### src/rtl/reg_bank_pkg.sv
`default_nettype none
// ============================================================================
// Module      : reg_bank_pkg
// Description : Shared defaults, register count and FSM state type for the
//               reg_bank_resp register bank responder.
// Revision    : 1.0 - initial release
// ============================================================================
package reg_bank_pkg;

    localparam int c_DATA_W = 6;
    localparam int c_ADDR_W = 3;
    localparam int c_NREGS  = 2 ** c_ADDR_W;

    typedef enum logic [1:0] {
        IDLE   = 2'd0,
        ACCESS = 2'd1,
        HOLD   = 2'd2
    } state_t;

endpackage
`default_nettype wire

### src/rtl/reg_bank_array.sv
`default_nettype none
// ============================================================================
// Module      : reg_bank_array
// Description : NREGS x DATA_W register storage, one write and one read port,
//               reset to reg[i] = i. Optional macro REG_BANK_PARITY_EN adds an
//               even-parity bit per register and a read parity-error flag.
// Revision    : 1.0 - initial release
// ============================================================================
module reg_bank_array
    import reg_bank_pkg::*;
#(
    parameter int DATA_W = c_DATA_W,
    parameter int ADDR_W = c_ADDR_W
) (
    input  logic              ck,
    input  logic              rst,
    input  logic              we,
    input  logic [ADDR_W-1:0] waddr,
    input  logic [DATA_W-1:0] wdata,
    input  logic [ADDR_W-1:0] raddr,
    output logic [DATA_W-1:0] rdata
`ifdef REG_BANK_PARITY_EN
    ,
    output logic              rperr
`endif
);

    localparam int NREGS = 2 ** ADDR_W;

    logic [DATA_W-1:0] r_mem [NREGS];

    always_ff @(posedge ck) begin
        if (!rst) begin
            for (int i = 0; i < NREGS; i++) begin
                r_mem[i] <= DATA_W'(i);
            end
        end else if (we) begin
            r_mem[waddr] <= wdata;
        end
    end

    assign rdata = r_mem[raddr];

`ifdef REG_BANK_PARITY_EN
    // Stored bit makes data+parity carry an even number of ones.
    logic [NREGS-1:0] r_par;

    always_ff @(posedge ck) begin
        if (!rst) begin
            for (int i = 0; i < NREGS; i++) begin
                r_par[i] <= ^(DATA_W'(i));
            end
        end else if (we) begin
            r_par[waddr] <= ^wdata;
        end
    end

    assign rperr = (^r_mem[raddr]) ^ r_par[raddr];
`endif

endmodule
`default_nettype wire

### src/rtl/reg_bank_resp.sv
`default_nettype none
// ============================================================================
// Module      : reg_bank_resp
// Description : Four-phase req/ack register bank responder (IDLE/ACCESS/HOLD).
//               Optional macro REG_BANK_PARITY_EN adds parity and perr port.
// Revision    : 1.0 - initial release
// ============================================================================
module reg_bank_resp
    import reg_bank_pkg::*;
#(
    parameter int DATA_W = c_DATA_W,
    parameter int ADDR_W = c_ADDR_W
) (
    input  logic              ck,
    input  logic              rst,
    input  logic              req,
    input  logic              we,
    input  logic [ADDR_W-1:0] addr,
    input  logic [DATA_W-1:0] wdata,
    output logic [DATA_W-1:0] rdata,
    output logic              ack,
    output logic              busy
`ifdef REG_BANK_PARITY_EN
    ,
    output logic              perr
`endif
);

    state_t            r_state;
    state_t            w_next;
    logic              w_cap;
    logic              w_access;
    logic              w_release;

    logic              r_we_q;
    logic [ADDR_W-1:0] r_addr_q;
    logic [DATA_W-1:0] r_wdata_q;
    logic [DATA_W-1:0] r_rdata;
    logic              r_ack;
    logic              w_mem_we;
    logic [DATA_W-1:0] w_mem_rdata;

    always_ff @(posedge ck) begin
        if (!rst) begin
            r_state <= IDLE;
        end else begin
            r_state <= w_next;
        end
    end

    always_comb begin
        w_next    = r_state;
        w_cap     = 1'b0;
        w_access  = 1'b0;
        w_release = 1'b0;
        case (r_state)
            IDLE: begin
                if (req) begin
                    w_cap  = 1'b1;
                    w_next = ACCESS;
                end
            end
            ACCESS: begin
                w_access = 1'b1;
                w_next   = HOLD;
            end
            HOLD: begin
                if (!req) begin
                    w_release = 1'b1;
                    w_next    = IDLE;
                end
            end
            default: w_next = IDLE;
        endcase
    end

    // Request fields are frozen at capture; later bus changes are ignored.
    always_ff @(posedge ck) begin
        if (!rst) begin
            r_we_q    <= 1'b0;
            r_addr_q  <= '0;
            r_wdata_q <= '0;
            r_rdata   <= '0;
            r_ack     <= 1'b0;
        end else begin
            if (w_cap) begin
                r_we_q    <= we;
                r_addr_q  <= addr;
                r_wdata_q <= wdata;
            end
            if (w_access) begin
                r_ack <= 1'b1;
                if (!r_we_q) begin
                    r_rdata <= w_mem_rdata;
                end
            end
            if (w_release) begin
                r_ack <= 1'b0;
            end
        end
    end

    assign w_mem_we = w_access & r_we_q;
    assign rdata    = r_rdata;
    assign ack      = r_ack;
    assign busy     = (r_state != IDLE);

`ifdef REG_BANK_PARITY_EN
    logic w_mem_perr;
    logic r_perr;

    always_ff @(posedge ck) begin
        if (!rst) begin
            r_perr <= 1'b0;
        end else if (w_access) begin
            r_perr <= ~r_we_q & w_mem_perr;
        end else if (w_release) begin
            r_perr <= 1'b0;
        end
    end

    assign perr = r_perr;
`endif

    reg_bank_array #(
        .DATA_W (DATA_W),
        .ADDR_W (ADDR_W)
    ) u_array (
        .ck    (ck),
        .rst   (rst),
        .we    (w_mem_we),
        .waddr (r_addr_q),
        .wdata (r_wdata_q),
        .raddr (r_addr_q),
        .rdata (w_mem_rdata)
`ifdef REG_BANK_PARITY_EN
        ,
        .rperr (w_mem_perr)
`endif
    );

endmodule
`default_nettype wire

### config.mk
export PLATFORM = sky130hd
export DESIGN_NAME = reg_bank_resp
export DESIGN_NICKNAME = d
export VERILOG_FILES = /design/src/rtl/reg_bank_pkg.sv /design/src/rtl/reg_bank_array.sv /design/src/rtl/reg_bank_resp.sv
export SDC_FILE = /design/constraint.sdc
export NUM_CORES = 1
export LEC_CHECK = 0
export BUFFER_PORTS_ARGS = -buffer_cell sky130_fd_sc_hd__buf_2
export CAP_MARGIN = 20
export CORE_ASPECT_RATIO = 1.2
export CORE_UTILIZATION = 40
export CTS_BUF_LIST = sky130_fd_sc_hd__clkbuf_4 sky130_fd_sc_hd__clkbuf_8
export DETAILED_ROUTE_END_ITERATION = 8
export HOLD_SLACK_MARGIN = 0.1
export MAX_ROUTING_LAYER = met4
export PLACE_DENSITY = 0.63
export SETUP_SLACK_MARGIN = 0.02
export SYNTH_ARGS = -nofsm -noshare
export SYNTH_HDL_FRONTEND = slang
export SYNTH_SLANG_ARGS = --single-unit
### constraint.sdc
create_clock -name ck -period 1.68 [get_ports ck]
set_input_delay 0.084 -clock ck [delete_from_list [all_inputs] [get_ports ck]]
set_output_delay 0.084 -clock ck [all_outputs]
set_load 0.01 [all_outputs]
==> flow_summary.ini <==
[job]
max_cap_viol_count = 0

[floorplanning]
design.die.area_um2 = 8301
io_pins = 21
rows = 35
die_x_um = 83.34
die_h_um = 99.61
start_util = 0.4144
coreArea_um2 = 7664

[cts]
cts-root-buf = clkbuf_8
htree_levels = 3
cts_tree = built
cts_inserted_buffers = 9
post_cts_buffers = 0
clk_latency_ns = 0.33
cts_buffer_depth = 2
clk_pin_slew_ns = 0.07
cts_sinks = 67

[layout]
nets = 307
register_area_um2 = 1824
fillCellCount = 640
diodes = 0
design_area_um2 = 3801
layoutNonFillerInstCount = 391
multi_input_area_um2 = 1249
drive_gt1_frac = 0.3244
area_growth_pct = 19.70

[worst_setup_path]
cp_slowest_cell = dlygate4sd3_1
cp_max_fo = 7
reg2reg_depth = 3
cp_cell_sequence = dlygate4sd3_1, buf_2, and4b_4, and3_4, nand2b_1
reg2reg_to = u_array.r_mem[1][0]
crit_required_ns = 1.69
critical_path.max_stage_delay_ns = 0.52
crit_type = input pin to register
startpoint_type = input pin
crit_buf_inv = 2
r2r-start = r_state[1]
cp-end-kind = register
critPathTopFamily = simple AND/OR/NAND/NOR gates
critical_path_depth = 5
r2r_setup_slack_ns = 0.10
crit_arrival_ns = 1.63

[grt]
grt_first_pass_wirelength_mm = 11.09
grt_pass1_vias = 2006
grt_use_total = 0.1875
antenna_found_initial = 0
grt_max_degree = 24
grt_overflow = 0

[power]
ir_drop_v = 0.0005464
powerDensity_nw_per_um2 = 897.7
p_leak_nw = 1.371

[timing]
fin_crit_sh = 0.9652
finalMaxSlewViolations = 0
finalWorstSetupSlack_ns = 0.05852
fmax_mhz = 616.7
setup_viol = 0
finClkSkew_ns = 0.005383
fin_tns_setup_ns = 0
period_minus_slack_ns = 1.621
max_slew_margin = 0.7117
worst_pin_slew_ns = 0.4319
rsz0062_at_grt = yes
hold_viol = 0

[yosys]
synth_top_area_cell = edfxtp_1
syn-cell-area_um2 = 3176
synth-main-ff-cell = edfxtp_1
synth_top_cells_by_count = edfxtp_1, and2_1, mux2i_1
seq_area_frac_synth = 0.5737
async_reset_ff_frac = 0
synthCells = 238
syn_nets = 251
synth-seq-cells = 67
synth_top_cell_area_share = 0.4539
synth_area_leaders = edfxtp_1, dfxtp_1, mux2i_1
synth_cell_types = 40
synth.avg_cell_area_um2 = 13.34
synth_warnings = 0
synth_edf_count = 48
synth_most_common_cell = edfxtp_1

[place]
portBuffers = 20
dpl_worst_slack_ns = 0.09048
dp_cells = 363
dpl_cell_area_um2 = 3506
globalplace.congestion = 0.8411
dpl.hpwl_mm = 4.996

[drt]
first_pass_iters = 4
postRouteAntennaNets = 0
via_count = 2012
via_per_inst = 5.146
drt-total-wl_mm = 6.913
drc_errors = 0
initialDrtViolationCount = 136
routedWlPerCell_um = 17.68

[hold_path]
hold_depth = 2
min_from = ack
hold_path.class = register to register
hold_path_end = ack

[run_status]
outcome = finished clean
[layout make-up]
| type | instances | share of cell area |
|---|---|---|
| clock buffers | 13 | 0.04049 |
| clock inverters | 3 | 0.003950 |
| inverters | 3 | 0.002962 |
| multi-input cells | 156 | 0.3285 |
| flip-flops and latches | 67 | 0.4799 |
| well taps | 92 | 0.03028 |
| repair buffers | 57 | 0.1139 |
[layout by cell type (no fill, tap or decap), drive strengths merged, types with 7 or more instances in the layout]
| cell type | count |
|---|---|
| dlygate4sd3 | 12 |
| nand2b | 18 |
| nor4 | 10 |
| mux2 | 13 |
| a21oi | 7 |
| o21ai | 8 |
| dfxtp | 19 |
| and2 | 25 |
| buf | 45 |
| edfxtp | 48 |
| nand2 | 7 |
| mux2i | 21 |
| nor2b | 12 |
| clkbuf | 13 |
[tightest hold or removal path: stages (launching register included)]
cell,delay [ns]
dfxtp_1,0.32
o21ai_0,0.07
a21oi_1,0.06
[how the worst max path moves through the flow]
| stage | slack [ns] | endpoint | start |
|---|---|---|---|
| 2_1_floorplan | 0.16 | u_array.r_mem[3][0] | r_state[0] |
| 4_1_cts | 0.08 | u_array.r_mem[1][3] | rst |
| 5_1_grt | 0.002 | u_array.r_mem[1][2] | rst |
| 3_3_place_gp | 0.13 | u_array.r_mem[5][2] | r_addr_q[2] |
| 3_5_place_dp | 0.09 | u_array.r_mem[5][5] | r_addr_q[2] |
| 6_report | 0.06 | u_array.r_mem[1][0] | rst |
[where the power goes]
part,internal [mW],total (mW),switching (mW),leakage [nW]
registers,1.83,1.88,0.0562,0.610
logic,0.186,0.382,0.195,0.666
clock network,0.595,1.15,0.551,0.0948
[state kept, by name, summed over array words and instances (netlist names)]
signal and flops:
ack 1, r_addr_q 3, r_state 2, r_wdata_q 6
r_we_q 1, rdata 6, u_array.r_mem 48
[stage by stage]
step / hold slack (ns) / total power [mW] / utilization
floorplan: 0.2535 / 2.133 / -
detailed placement: 0.3489 / 2.280 / 0.4575
global route: 0.5541 / 3.564 / 0.4960
finish: 0.4926 / 3.412 / 0.4960
CTS: 0.4946 / 3.443 / 0.4952
global placement: 0.3415 / 2.277 / 0.4575
[kinds of logic after synthesis]
group	after synthesis	share of synthesized area
compound gates	28	0.05516
simple gates	94	0.2242
flops	67	0.5737
buf+inv	15	0.03467
mux	34	0.1123
[metal layers]
metal	global-route usage	part of all wire
met4	0.06764	0.0085
met1	0.2281	0.46
met5	-	0
met2	0.3134	0.51
met3	0.03402	0.024
[what timing repair did]
item / CTS / global route
hold buffers: 12 / 0
resized for setup: 0 / 3
setup endpoints to repair: 0 / 18
endpoints found under the hold margin: 14 / 0
Power figures use the tool's default switching activity.
